**src/rtl/branch_pred_ctrl_if.sv**
```systemverilog
// Fetch, predictor-table and EX-resolve signal bundle for branch_pred_ctrl.
// master = the controller, slave = the surrounding pipeline and table.
interface branch_pred_ctrl_if #(
    parameter int addr_width = 8
);
    logic                  fetch_valid;
    logic                  fetch_is_branch;
    logic [31:0]           fetch_pc;
    logic                  fetch_accept;
    logic                  q_full;
    logic [addr_width-1:0] predictor_raddr;
    logic                  predictor_rd_data;
    logic                  pred_valid;
    logic                  pred_taken;
    logic                  ex_resolve;
    logic                  ex_taken;
    logic [31:0]           ex_target_pc;
    logic [31:0]           ex_fallthru_pc;
    logic                  flush;
    logic [addr_width-1:0] predictor_waddr;
    logic                  predictor_wen;
    logic                  branch_taken_ex;
    logic                  mispredict;
    logic [31:0]           redirect_pc;
    logic                  resolve_err;

    modport master (
        input  fetch_valid, fetch_is_branch, fetch_pc,
        input  predictor_rd_data,
        input  ex_resolve, ex_taken, ex_target_pc, ex_fallthru_pc,
        input  flush,
        output fetch_accept, q_full, predictor_raddr,
        output pred_valid, pred_taken,
        output predictor_waddr, predictor_wen, branch_taken_ex,
        output mispredict, redirect_pc, resolve_err
    );

    modport slave (
        output fetch_valid, fetch_is_branch, fetch_pc,
        output predictor_rd_data,
        output ex_resolve, ex_taken, ex_target_pc, ex_fallthru_pc,
        output flush,
        input  fetch_accept, q_full, predictor_raddr,
        input  pred_valid, pred_taken,
        input  predictor_waddr, predictor_wen, branch_taken_ex,
        input  mispredict, redirect_pc, resolve_err
    );
endinterface

```
**src/rtl/branch_pred_ctrl.sv**
```systemverilog
// Branch predictor lookup/update controller: looks up predictions at fetch,
// tracks in-flight branches in order and updates the table at EX resolve.
module branch_pred_ctrl #(
    parameter int entry_num  = 256,
    parameter int addr_width = $clog2(entry_num),
    parameter int q_depth    = 4
) (
    input logic                cpu_clk,
    input logic                cpu_rstn,
    branch_pred_ctrl_if.master bp
);
    localparam int CW = $clog2(q_depth + 1);
    localparam int PW = $clog2(q_depth);

    typedef struct packed {
        logic [addr_width-1:0] idx;
        logic                  pred;
    } ent_t;

    ent_t                  q_mem_q [q_depth];
    logic [CW-1:0]         cnt_q, cnt_d;
    logic [PW-1:0]         rd_q, rd_d;
    logic [PW-1:0]         wr_q, wr_d;
    logic                  pend_vld_q, pend_vld_d;
    logic [addr_width-1:0] pend_idx_q, pend_idx_d;
    logic                  wen_q, wen_d;
    logic                  mis_q, mis_d;
    logic                  taken_q, taken_d;
    logic                  err_q, err_d;
    logic [addr_width-1:0] waddr_q, waddr_d;
    logic [31:0]           redir_q, redir_d;
    logic                  full;
    logic                  accept;
    logic                  push;
    logic                  pop;
    ent_t                  pend_ent;
    ent_t                  head;
    logic                  unused_pc;

    assign unused_pc = ^{bp.fetch_pc[31:addr_width+2], bp.fetch_pc[1:0]};

    // A pending lookup always owns a slot, so its push can never overflow.
    assign full = ({1'b0, cnt_q} + {{CW{1'b0}}, pend_vld_q})
                  >= (CW+1)'(q_depth);
    assign accept = bp.fetch_valid & bp.fetch_is_branch & ~full;

    assign pend_ent.idx  = pend_idx_q;
    assign pend_ent.pred = bp.predictor_rd_data;
    assign head = (cnt_q != '0) ? q_mem_q[rd_q] : pend_ent;

    assign bp.fetch_accept    = accept;
    assign bp.q_full          = full;
    assign bp.predictor_raddr = bp.fetch_pc[addr_width+1:2];
    assign bp.pred_valid      = pend_vld_q;
    assign bp.pred_taken      = pend_vld_q & bp.predictor_rd_data;
    assign bp.predictor_waddr = waddr_q;
    assign bp.predictor_wen   = wen_q;
    assign bp.branch_taken_ex = taken_q;
    assign bp.mispredict      = mis_q;
    assign bp.redirect_pc     = redir_q;
    assign bp.resolve_err     = err_q;

    always_comb begin
        cnt_d      = cnt_q;
        rd_d       = rd_q;
        wr_d       = wr_q;
        pend_vld_d = accept;
        pend_idx_d = accept ? bp.predictor_raddr : pend_idx_q;
        wen_d      = 1'b0;
        mis_d      = 1'b0;
        waddr_d    = waddr_q;
        taken_d    = taken_q;
        redir_d    = redir_q;
        err_d      = err_q;
        push       = 1'b0;
        pop        = 1'b0;
        if (bp.flush) begin
            cnt_d      = '0;
            rd_d       = '0;
            wr_d       = '0;
            pend_vld_d = 1'b0;
        end else begin
            push = pend_vld_q;
            if (bp.ex_resolve) begin
                if (cnt_q != '0 || pend_vld_q) begin
                    wen_d   = 1'b1;
                    waddr_d = head.idx;
                    taken_d = bp.ex_taken;
                    mis_d   = head.pred != bp.ex_taken;
                    redir_d = bp.ex_taken ? bp.ex_target_pc
                                          : bp.ex_fallthru_pc;
                    // Empty queue: the pending entry is consumed directly.
                    if (cnt_q == '0) push = 1'b0;
                    else             pop  = 1'b1;
                end else begin
                    err_d = 1'b1;
                end
            end
            if (mis_d) begin
                push  = 1'b0;
                pop   = 1'b0;
                cnt_d = '0;
                rd_d  = wr_q;
            end else begin
                cnt_d = cnt_q + CW'(push) - CW'(pop);
                rd_d  = rd_q + PW'(pop);
                wr_d  = wr_q + PW'(push);
            end
        end
    end

    always_ff @(posedge cpu_clk) begin
        if (push) q_mem_q[wr_q] <= pend_ent;
    end

    always_ff @(posedge cpu_clk or negedge cpu_rstn) begin
        if (!cpu_rstn) begin
            cnt_q      <= '0;
            rd_q       <= '0;
            wr_q       <= '0;
            pend_vld_q <= 1'b0;
            pend_idx_q <= '0;
            wen_q      <= 1'b0;
            mis_q      <= 1'b0;
            taken_q    <= 1'b0;
            err_q      <= 1'b0;
            waddr_q    <= '0;
            redir_q    <= '0;
        end else begin
            cnt_q      <= cnt_d;
            rd_q       <= rd_d;
            wr_q       <= wr_d;
            pend_vld_q <= pend_vld_d;
            pend_idx_q <= pend_idx_d;
            wen_q      <= wen_d;
            mis_q      <= mis_d;
            taken_q    <= taken_d;
            err_q      <= err_d;
            waddr_q    <= waddr_d;
            redir_q    <= redir_d;
        end
    end
endmodule

```
**src/flat_wrapper.sv**
```systemverilog
// flat-port wrapper written by rule: the top's interface ports become plain ports
module branch_pred_ctrl_flat 
#(
    parameter int entry_num  = 256,
    parameter int addr_width = $clog2(entry_num),
    parameter int q_depth    = 4
)
  (cpu_clk, cpu_rstn, bp_fetch_valid, bp_fetch_is_branch, bp_fetch_pc, bp_predictor_rd_data, bp_ex_resolve, bp_ex_taken, bp_ex_target_pc, bp_ex_fallthru_pc, bp_flush, bp_fetch_accept, bp_q_full, bp_predictor_raddr, bp_pred_valid, bp_pred_taken, bp_predictor_waddr, bp_predictor_wen, bp_branch_taken_ex, bp_mispredict, bp_redirect_pc, bp_resolve_err);
  branch_pred_ctrl_if #(.addr_width(addr_width)) bp_i ();
  input logic cpu_clk;
  input logic cpu_rstn;
  input wire logic [$bits(bp_i.fetch_valid)-1:0] bp_fetch_valid;
  input wire logic [$bits(bp_i.fetch_is_branch)-1:0] bp_fetch_is_branch;
  input wire logic [$bits(bp_i.fetch_pc)-1:0] bp_fetch_pc;
  input wire logic [$bits(bp_i.predictor_rd_data)-1:0] bp_predictor_rd_data;
  input wire logic [$bits(bp_i.ex_resolve)-1:0] bp_ex_resolve;
  input wire logic [$bits(bp_i.ex_taken)-1:0] bp_ex_taken;
  input wire logic [$bits(bp_i.ex_target_pc)-1:0] bp_ex_target_pc;
  input wire logic [$bits(bp_i.ex_fallthru_pc)-1:0] bp_ex_fallthru_pc;
  input wire logic [$bits(bp_i.flush)-1:0] bp_flush;
  output wire logic [$bits(bp_i.fetch_accept)-1:0] bp_fetch_accept;
  output wire logic [$bits(bp_i.q_full)-1:0] bp_q_full;
  output wire logic [$bits(bp_i.predictor_raddr)-1:0] bp_predictor_raddr;
  output wire logic [$bits(bp_i.pred_valid)-1:0] bp_pred_valid;
  output wire logic [$bits(bp_i.pred_taken)-1:0] bp_pred_taken;
  output wire logic [$bits(bp_i.predictor_waddr)-1:0] bp_predictor_waddr;
  output wire logic [$bits(bp_i.predictor_wen)-1:0] bp_predictor_wen;
  output wire logic [$bits(bp_i.branch_taken_ex)-1:0] bp_branch_taken_ex;
  output wire logic [$bits(bp_i.mispredict)-1:0] bp_mispredict;
  output wire logic [$bits(bp_i.redirect_pc)-1:0] bp_redirect_pc;
  output wire logic [$bits(bp_i.resolve_err)-1:0] bp_resolve_err;
  assign bp_i.fetch_valid = bp_fetch_valid;
  assign bp_i.fetch_is_branch = bp_fetch_is_branch;
  assign bp_i.fetch_pc = bp_fetch_pc;
  assign bp_i.predictor_rd_data = bp_predictor_rd_data;
  assign bp_i.ex_resolve = bp_ex_resolve;
  assign bp_i.ex_taken = bp_ex_taken;
  assign bp_i.ex_target_pc = bp_ex_target_pc;
  assign bp_i.ex_fallthru_pc = bp_ex_fallthru_pc;
  assign bp_i.flush = bp_flush;
  assign bp_fetch_accept = bp_i.fetch_accept;
  assign bp_q_full = bp_i.q_full;
  assign bp_predictor_raddr = bp_i.predictor_raddr;
  assign bp_pred_valid = bp_i.pred_valid;
  assign bp_pred_taken = bp_i.pred_taken;
  assign bp_predictor_waddr = bp_i.predictor_waddr;
  assign bp_predictor_wen = bp_i.predictor_wen;
  assign bp_branch_taken_ex = bp_i.branch_taken_ex;
  assign bp_mispredict = bp_i.mispredict;
  assign bp_redirect_pc = bp_i.redirect_pc;
  assign bp_resolve_err = bp_i.resolve_err;
  branch_pred_ctrl #(.entry_num(entry_num), .addr_width(addr_width), .q_depth(q_depth)) u_core (.cpu_clk(cpu_clk), .cpu_rstn(cpu_rstn), .bp(bp_i));
endmodule
```
**config.mk**
```make
export PLATFORM = sky130hd
export DESIGN_NAME = branch_pred_ctrl_flat
export DESIGN_NICKNAME = d
export VERILOG_FILES = /design/src/rtl/branch_pred_ctrl_if.sv /design/src/rtl/branch_pred_ctrl.sv /design/src/flat_wrapper.sv
export SDC_FILE = /design/constraint.sdc
export NUM_CORES = 1
export LEC_CHECK = 0
export BUFFER_PORTS_ARGS = -buffer_cell sky130_fd_sc_hd__buf_2
export CAP_MARGIN = 0
export CORE_ASPECT_RATIO = 1.1
export CORE_MARGIN = 4
export CORE_UTILIZATION = 49
export DETAILED_ROUTE_END_ITERATION = 8
export MAX_ROUTING_LAYER = met4
export PLACE_DENSITY = 0.76
export SYNTH_ARGS = -nofsm -noshare
export SYNTH_HDL_FRONTEND = slang
export SYNTH_SLANG_ARGS = --single-unit
export TNS_END_PERCENT = 10
```
**constraint.sdc**
```tcl
create_clock -name cpu_clk -period 3.5 [get_ports cpu_clk]
set_input_delay 0.35 -clock cpu_clk [delete_from_list [all_inputs] [get_ports cpu_clk]]
set_output_delay 0.35 -clock cpu_clk [all_outputs]
set_load 0.005 [all_outputs]
```
==> impl_metrics.tcl, run 1 <==
set metrics [dict create \
    drt-met1-wl_um 3540 \
    clock_latency_ns 0.36 \
    ys_ff_latch 96 \
    p_leak_nw 2.39 \
    slowest_stage "or3_1" \
    die_w_um 96.3 \
    syn_avg_cell_area_um2 12.8 \
    dp_slack_ns 0.880 \
    routedWlPerCell_um 15.5 \
    die_height_um 105 \
    clock_path_buffers 2 \
    worst_slew_pin_slew_ns 1.11 \
    clock_sinks 96 \
    dieArea_um2 10100 \
    drive_gt1_share_pct 40.3 \
    r2r_slack_ns 0.76 \
    endpoint_kind "register" \
    highest_layer "met4" \
    cts_max_level 3 \
    setup_slack_ns 0.756 \
    track_usage_pct 18.5 \
    finalNonFillerCells 573 \
    yosysSeqAreaShare_pct 61.5 \
    ir_drop_uv 338 \
    max-cap-violations 0 \
    finalHoldViolCount 0 \
    drtAntennaViolNets 0 \
    final_util_pct 61.3 \
    met3_wirelength_um 585 \
    relSlewSlack_pct 25.9 \
    critical_path.max_fanout 13 \
    placementRows 35 \
    grt_pass1_vias 2878 \
    fp.coreArea_um2 8360 \
    viasPerCell 5.06 \
    p_total_mw 3.47 \
    critical_path_class "register to register" \
    slew_viol_final 0 \
    ys_warn_count 0 \
    start_util_pct 50.2 \
    place_congestion 0.783 \
    status "finished clean" \
    wl_um 8860 \
    grt_pass1_wl_um 13900 \
    synth_cells 329 \
    grt_max_degree 50 \
    firstDrtPassIters 4 \
    antenna_found_initial 0 \
    crit_arrival_ns 2.81 \
    path_cells "or3_1 -> nand4b_1 -> nand4_1 -> nor4_2 -> buf_4" \
    max_stage_delay_ns 0.65 \
    antenna-diode-count 0 \
    place_inst 557 \
    powerDensity_nw_per_um2 676 \
    dr_wl_met2_um 4650 \
    vias 2899 \
    hold_path.class "input pin to register" \
    finalSetupTns_ns 0 \
    globalRouteOverflowTotal 0 \
    drc_errors 0 \
    finalSetupViolCount 0 \
    clock_skew_ns 0.0139 \
    rsz0062_at_grt "no" \
    syn_to_final_growth_pct 22.2 \
    clk_pin_slew_ns 0.10 \
    postCtsSetupBuffers 0 \
    first_iter_violations 136 \
    cts_tree "done" \
    fin_nets 565 \
    post_cts_resized 0 \
    syn_nets 437 \
    fin_crit_ns 2.74 \
    holdBufCountCts 0 \
    io_buffers 135 \
    required_ns 3.56 \
    synthesis.area_um2 4200 \
    hpwl_um 6400 \
    root_buffer "clkbuf_8" \
    min_period_over_period_pct 78.4 \
    pin_count 160 \
    fmaxAchievable_mhz 364 \
    synth.distinct_cells 38 \
    cp-start-kind "register" \
    cts_buffers 9 \
]
==> cell usage after synthesis <==
library cell / n / area, um2
dfrtp_1: 60 / 1500
o32ai_1: 2 / 17.5
o22ai_1: 2 / 12.5
fa_1: 1 / 20.0
or3_1: 1 / 6.26
edfxtp_1: 36 / 1080
buf_2: 12 / 60.1
mux2i_4: 1 / 22.5
inv_2: 1 / 3.75
o2111ai_1: 1 / 8.76
mux4_2: 9 / 203
nand2b_1: 1 / 6.26
xnor2_1: 2 / 17.5
clkbuf_1: 6 / 22.5
nor4_2: 3 / 37.5
a21oi_1: 2 / 10.0
nand4b_1: 2 / 17.5
xor2_2: 1 / 16.3
or2_2: 1 / 6.26
nand3_1: 1 / 5.00
nor3_1: 1 / 5.00
a21o_1: 1 / 7.51
mux2_2: 8 / 90.1
nor2b_1: 2 / 12.5
inv_1: 9 / 33.8
o21ai_0: 32 / 160
ha_1: 3 / 37.5
xor2_1: 2 / 17.5
a41o_1: 1 / 10.0
a31oi_1: 8 / 50.1
mux2i_1: 33 / 330
nor4_1: 1 / 6.26
and2_1: 1 / 6.26
buf_4: 9 / 67.6
nand4_1: 2 / 12.5
nor2_1: 15 / 56.3
nand2_1: 55 / 206
o211ai_2: 1 / 12.5
==> state kept, by name (all words and copies together) (netlist names) <==
register,cells
u_core.bp.branch_taken_ex,1
u_core.rd_q,2
u_core.bp.redirect_pc,32
u_core.bp.mispredict,1
u_core.q_mem_q,36
u_core.bp.resolve_err,1
u_core.cnt_q,3
u_core.wr_q,2
u_core.bp.pred_valid,1
u_core.bp.predictor_wen,1
u_core.pend_idx_q,8
u_core.bp.predictor_waddr,8
==> critical path, delay by kind of cell (launching register included) <==
kind                   cells  cell delay [ns]
and+or+nand+nor            4             1.72
DFF                        1             0.45
buffers and inverters      1             0.26
==> cells in the final DEF (no fill, tap or decap), types with 3 or more instances in the layout <==
| cell | instances |
|---|---|
| buf_2 | 135 |
| dfrtp_1 | 60 |
| nand2_1 | 55 |
| edfxtp_1 | 36 |
| mux2i_1 | 33 |
| o21ai_0 | 32 |
| nor2_1 | 15 |
| inv_1 | 9 |
| mux4_2 | 9 |
| clkbuf_8 | 9 |
| buf_4 | 9 |
| a31oi_1 | 8 |
| mux2_2 | 8 |
| nor4_2 | 3 |
| ha_1 | 3 |
| inv_8 | 3 |
==> power breakdown <==
part / total, mW / internal (mW) / switching (mW)
Sequential: 1.63 / 1.46 / 0.170
Combinational: 1.13 / 0.516 / 0.609
Clock: 0.707 / 0.282 / 0.426
Total: 3.47 / 2.26 / 1.20
==> routing by layer <==
layer  up-vias  global-route usage [%]
met3         9                    3.38
li1       1418                       -
met2        94                    31.5
met1      1378                    22.5
met5         -                       -
met4         0                    4.27
==> final cells by class <==
| type | instances | area [um2] |
|---|---|---|
| fillers | 683 | 3230 |
| flip-flops and latches | 96 | 2580 |
| multi-input cells | 196 | 1430 |
| repair buffers | 144 | 743 |
| well taps | 111 | 139 |
| clock buffers | 9 | 124 |
| clock inverters | 7 | 75.1 |
| inverters | 10 | 37.5 |
==> through the flow <==
step / hold WS, ns / cell area [um2]
after floorplan: 0.0544 / 4200
after global placement: 0.456 / 4930
after detailed placement: 0.465 / 4930
after CTS: 0.144 / 5130
after global routing: 0.145 / 5130
final: 0.154 / 5130
==> kinds of logic after synthesis <==
group | share of synthesized area, %
xor gates and xnor gates | 1.22
muxes | 15.4
adders and majority gates | 1.37
buffers and inverters | 4.47
DFF | 61.5
AOI/OAI and AO/OA | 6.89
and+or+nand+nor | 9.15
==> path summary, 6_finish.rpt <==
kind | depth (start not counted) | to | start
worst max register to register | 5 | u_core.q_mem_q[3][0] | u_core.cnt_q[0]
worst min register to register | 2 | u_core.bp.redirect_pc[5] | u_core.bp.redirect_pc[5]
max in group asynchronous | 2 | u_core.cnt_q[1] | cpu_rstn
worst max-delay path | 5 | u_core.q_mem_q[3][0] | u_core.cnt_q[0]
min in group asynchronous | 1 | u_core.bp.redirect_pc[4] | cpu_rstn
worst min-delay path | 2 | u_core.bp.pred_valid | bp_flush
(Power assumes the default switching activity.)
==> run 2: changes to the inputs <==
Clock period 3.5 ns to 2.54 ns, I/O delays scaled along.
==> impl_metrics.tcl, run 2 (synthesis gave the netlist of run 1 again) <==
set metrics [dict create \
    status "finished clean" \
    hold_depth 2 \
    clock_skew_ns 0.0133 \
    max-cap-violations 0 \
    drtAntennaViolNets 0 \
    firstDrtPassIters 4 \
    p_total_mw 4.85 \
    clock_path_buffers 2 \
    r2r_end "u_core.q_mem_q[2][0]" \
    rr_worst_depth 5 \
    dieArea_um2 10100 \
    endpoint_kind "register" \
    start_util_pct 50.2 \
    grt_max_degree 47 \
    grt_pass1_wl_um 13700 \
    powerDensity_nw_per_um2 935 \
    whs_endpoint "u_core.bp.pred_valid" \
    finalHoldViolCount 0 \
    drive_gt1_share_pct 40.6 \
    fin_nets 569 \
    finalSetupViolCount 0 \
    hold_path.class "input pin to register" \
    required_ns 2.62 \
    antenna-diode-count 0 \
    post_cts_resized 0 \
    cts_max_level 3 \
    regMostFlops "u_core.q_mem_q" \
    syn_to_final_growth_pct 23.5 \
    postCtsSetupBuffers 0 \
    routedWlPerCell_um 15.3 \
    clock_sinks 96 \
    largest_reg_flops 36 \
    final_cell_mix "135 x buf_2, 60 x dfrtp_1, 55 x nand2_1" \
    antenna_found_initial 0 \
    slew_viol_final 0 \
    ir_drop_uv 431 \
    cts_buffers 9 \
    pin_count 160 \
    fmaxAchievable_mhz 436 \
    placementRows 35 \
    root_buffer "clkbuf_8" \
    viasPerCell 5.02 \
    fin_crit_ns 2.30 \
    r2r-start "u_core.rd_q[1]" \
    worst_slew_pin_slew_ns 0.535 \
    critical_path_class "register to register" \
    final_common_cell "buf_2" \
    crit_arrival_ns 2.37 \
    wl_um 8800 \
    relSlewSlack_pct 64.3 \
    first_iter_violations 115 \
    r2r_slack_ns 0.24 \
    min-delay-start "bp_flush" \
    min_period_over_period_pct 90.4 \
    globalRouteOverflowTotal 0 \
    grt_pass1_vias 2758 \
    clk_pin_slew_ns 0.10 \
    die_height_um 105 \
    cp-start-kind "register" \
    place_congestion 0.783 \
    track_usage_pct 18.3 \
    rsz0062_at_grt "no" \
    io_buffers 135 \
    p_leak_nw 2.42 \
    startpoint "u_core.rd_q[1]" \
    clock_latency_ns 0.37 \
    hpwl_um 6430 \
    finalSetupTns_ns 0 \
    cts_tree "done" \
    fp.coreArea_um2 8360 \
    vias 2898 \
    drc_errors 0 \
    critical_path.max_fanout 10 \
    die_w_um 96.3 \
]
[run 2: worst max path at each step]
stage / to / slack [ns] / cells after the start
floorplan: u_core.q_mem_q[2][0] / 0.09 / 5
global placement: u_core.q_mem_q[2][8] / 0.32 / 5
detailed placement: u_core.q_mem_q[2][6] / 0.23 / 5
CTS: u_core.q_mem_q[2][3] / 0.20 / 5
global route: u_core.q_mem_q[2][0] / 0.07 / 5
finish: u_core.q_mem_q[2][0] / 0.24 / 5
[run 2: what timing repair did]
item                                   in CTS  in global routing
endpoints found under the hold margin      20                  0
hold buffers                                1                  0
setup endpoints to repair                   0                  0
[run 2: power breakdown]
| group | internal, mW | switching [mW] | total (mW) |
|---|---|---|---|
| logic | 0.741 | 0.842 | 1.58 |
| clock network | 0.396 | 0.610 | 1.01 |
| registers | 2.02 | 0.238 | 2.26 |
[run 2: critical path: stages, from the launching register on]
cell and delay (ns):
dfrtp_1 0.65, mux4_2 0.45, nand4b_1 0.13, nand4_1 0.26, nor4_1 0.27, buf_4 0.25
[run 2: stage by stage]
step / area (um2) / cells / setup slack (ns) / hold WS, ns / utilization (%)
floorplan: 4200 / 329 / 0.0890 / -0.0416 / -
global placement: 4970 / 560 / 0.317 / 0.233 / 59.4
detailed placement: 4970 / 560 / 0.234 / 0.241 / 59.4
CTS: 5180 / 577 / 0.196 / 0.0353 / 62.0
global route: 5180 / 577 / 0.0715 / 0.0488 / 62.0
finish: 5180 / 577 / 0.244 / 0.0486 / 62.0
[run 2: final cells by class]
class	count	area, um2
fillers	666	3180
flip-flops and latches	96	2580
multi-input cells	196	1430
repair buffers	148	788
well taps	111	139
clock buffers	9	124
clock inverters	7	83.8
inverters	10	37.5
[run 2: metal layers]
| layer | wire, um | global-route usage (%) | vias up |
|---|---|---|---|
| met4 | 100 | 6.71 | 0 |
| met1 | 3580 | 23.2 | 1379 |
| li1 | - | - | 1427 |
| met3 | 563 | 2.74 | 5 |
| met5 | 0 | - | - |
| met2 | 4560 | 29.5 | 87 |
==> run 3: changes to the inputs <==
Settings changed: CTS_BUF_LIST set to sky130_fd_sc_hd__clkbuf_16, MAX_ROUTING_LAYER met4 to not set.
==> impl_metrics.tcl, run 3 (synthesis gave the netlist of run 1 again) <==
set metrics [dict create \
    antenna-diode-count 0 \
    hold_depth 2 \
    final_common_cell "buf_2" \
    fin_crit_ns 2.36 \
    whs_endpoint "u_core.bp.pred_valid" \
    critical_path.max_fanout 10 \
    fmaxAchievable_mhz 424 \
    ir_drop_uv 474 \
    crit_family "simple AND/OR/NAND/NOR gates" \
    crit_arrival_ns 2.40 \
    clock_skew_ns 0.00944 \
    multi_input_area_um2 1430 \
    critical_path_class "register to register" \
    hold_path.class "input pin to register" \
    regMostFlops "u_core.q_mem_q" \
    status "finished clean" \
    endpoint_kind "register" \
    start_util_pct 50.2 \
    drtAntennaViolNets 0 \
    clock_sinks 96 \
    finalHoldViolCount 0 \
    slowest_stage "dfrtp_1" \
    die_w_um 96.3 \
    postCtsSetupBuffers 0 \
    rsz0062_at_grt "no" \
    grt_pass1_vias 2802 \
    final_util_pct 63.2 \
    rr_worst_depth 5 \
    clock_path_buffers 2 \
    first_iter_violations 136 \
    firstDrtPassIters 4 \
    viasPerCell 5.09 \
    grt_max_degree 47 \
    crit_buf_inv 1 \
    max_stage_delay_ns 0.66 \
    min-delay-start "bp_flush" \
    worst_slew_pin_slew_ns 0.533 \
    die_height_um 105 \
    largest_reg_flops 36 \
    cts_buffers 9 \
    fp.coreArea_um2 8360 \
    fin_nets 569 \
    vias 2937 \
    path_cells "mux4_2 -> nand4b_1 -> nand4_1 -> nor4_1 -> buf_4" \
    max-cap-violations 0 \
    r2r_slack_ns 0.18 \
    track_usage_pct 18.2 \
    post_cts_resized 0 \
    grt_pass1_wl_um 14200 \
    place_congestion 0.773 \
    r2r_end "u_core.q_mem_q[2][3]" \
    placementRows 35 \
    r2r-start "u_core.rd_q[1]" \
    pin_count 160 \
    relSlewSlack_pct 64.4 \
    ff_latch_area_um2 2580 \
    antenna_found_initial 0 \
    clock_latency_ns 0.34 \
    required_ns 2.58 \
    hpwl_um 6430 \
    wl_um 9010 \
    cp-start-kind "register" \
    p_total_mw 5.19 \
    globalRouteOverflowTotal 0 \
    slew_viol_final 0 \
    cts_tree "done" \
    cts_max_level 3 \
    fill_cells 649 \
    final_cell_mix "135 x buf_2, 60 x dfrtp_1, 55 x nand2_1" \
    dieArea_um2 10100 \
    min_period_over_period_pct 92.9 \
    clk_pin_slew_ns 0.07 \
    powerDensity_nw_per_um2 983 \
    finalSetupViolCount 0 \
    holdBufCountCts 1 \
    drive_gt1_share_pct 40.6 \
    root_buffer "clkbuf_16" \
    io_buffers 135 \
    finalSetupTns_ns 0 \
    syn_to_final_growth_pct 25.9 \
    p_leak_nw 2.47 \
    drc_errors 0 \
    routedWlPerCell_um 15.6 \
]
## run 3: area by class of cell
class	count	area share (%)
flip-flops and latches	96	48.9
multi-input cells	196	27.0
repair buffers	148	14.9
clock buffers	9	4.26
well taps	111	2.63
clock inverters	7	1.59
inverters	10	0.710
## run 3: through the flow
stage / hold slack, ns / worst slack, ns / cell area, um2 / std cells
after CTS: 0.0793 / 0.191 / 5290 / 577
after detailed placement: 0.241 / 0.234 / 4970 / 560
after global routing: 0.0929 / 0.0439 / 5290 / 577
after floorplan: -0.0416 / 0.0890 / 4200 / 329
final: 0.0847 / 0.181 / 5290 / 577
after global placement: 0.233 / 0.317 / 4970 / 560
## run 3: report_power, final
group,switching [mW],internal [mW],total [mW]
Clock,0.638,0.705,1.34
Combinational,0.848,0.741,1.59
Sequential,0.239,2.02,2.26
Total,1.73,3.47,5.19
## run 3: worst reg2reg max path, stage by stage (launching register included)
cell and delay, ns:
dfrtp_1 0.66, mux4_2 0.45, nand4b_1 0.13, nand4_1 0.28
nor4_1 0.29, buf_4 0.25
## run 3: worst max path at each step
| stage | from | endpoint | depth (start not counted) | slack (ns) |
|---|---|---|---|---|
| after global placement | u_core.rd_q[1] | u_core.q_mem_q[2][8] | 5 | 0.32 |
| after detailed placement | u_core.rd_q[1] | u_core.q_mem_q[2][6] | 5 | 0.23 |
| after floorplan | u_core.cnt_q[0] | u_core.q_mem_q[2][0] | 5 | 0.09 |
| after global routing | u_core.rd_q[1] | u_core.q_mem_q[2][0] | 5 | 0.04 |
| after CTS | u_core.rd_q[1] | u_core.q_mem_q[2][0] | 5 | 0.19 |
| final | u_core.rd_q[1] | u_core.q_mem_q[2][3] | 5 | 0.18 |
## run 3: routing by layer
layer / GRT usage (%) / vias up / routed length, um
met2: 30.5 / 102 / 4670
li1: - / 1429 / -
met5: 0 / - / 0
met1: 24.0 / 1394 / 3620
met3: 2.09 / 12 / 566
met4: 6.91 / 0 / 158
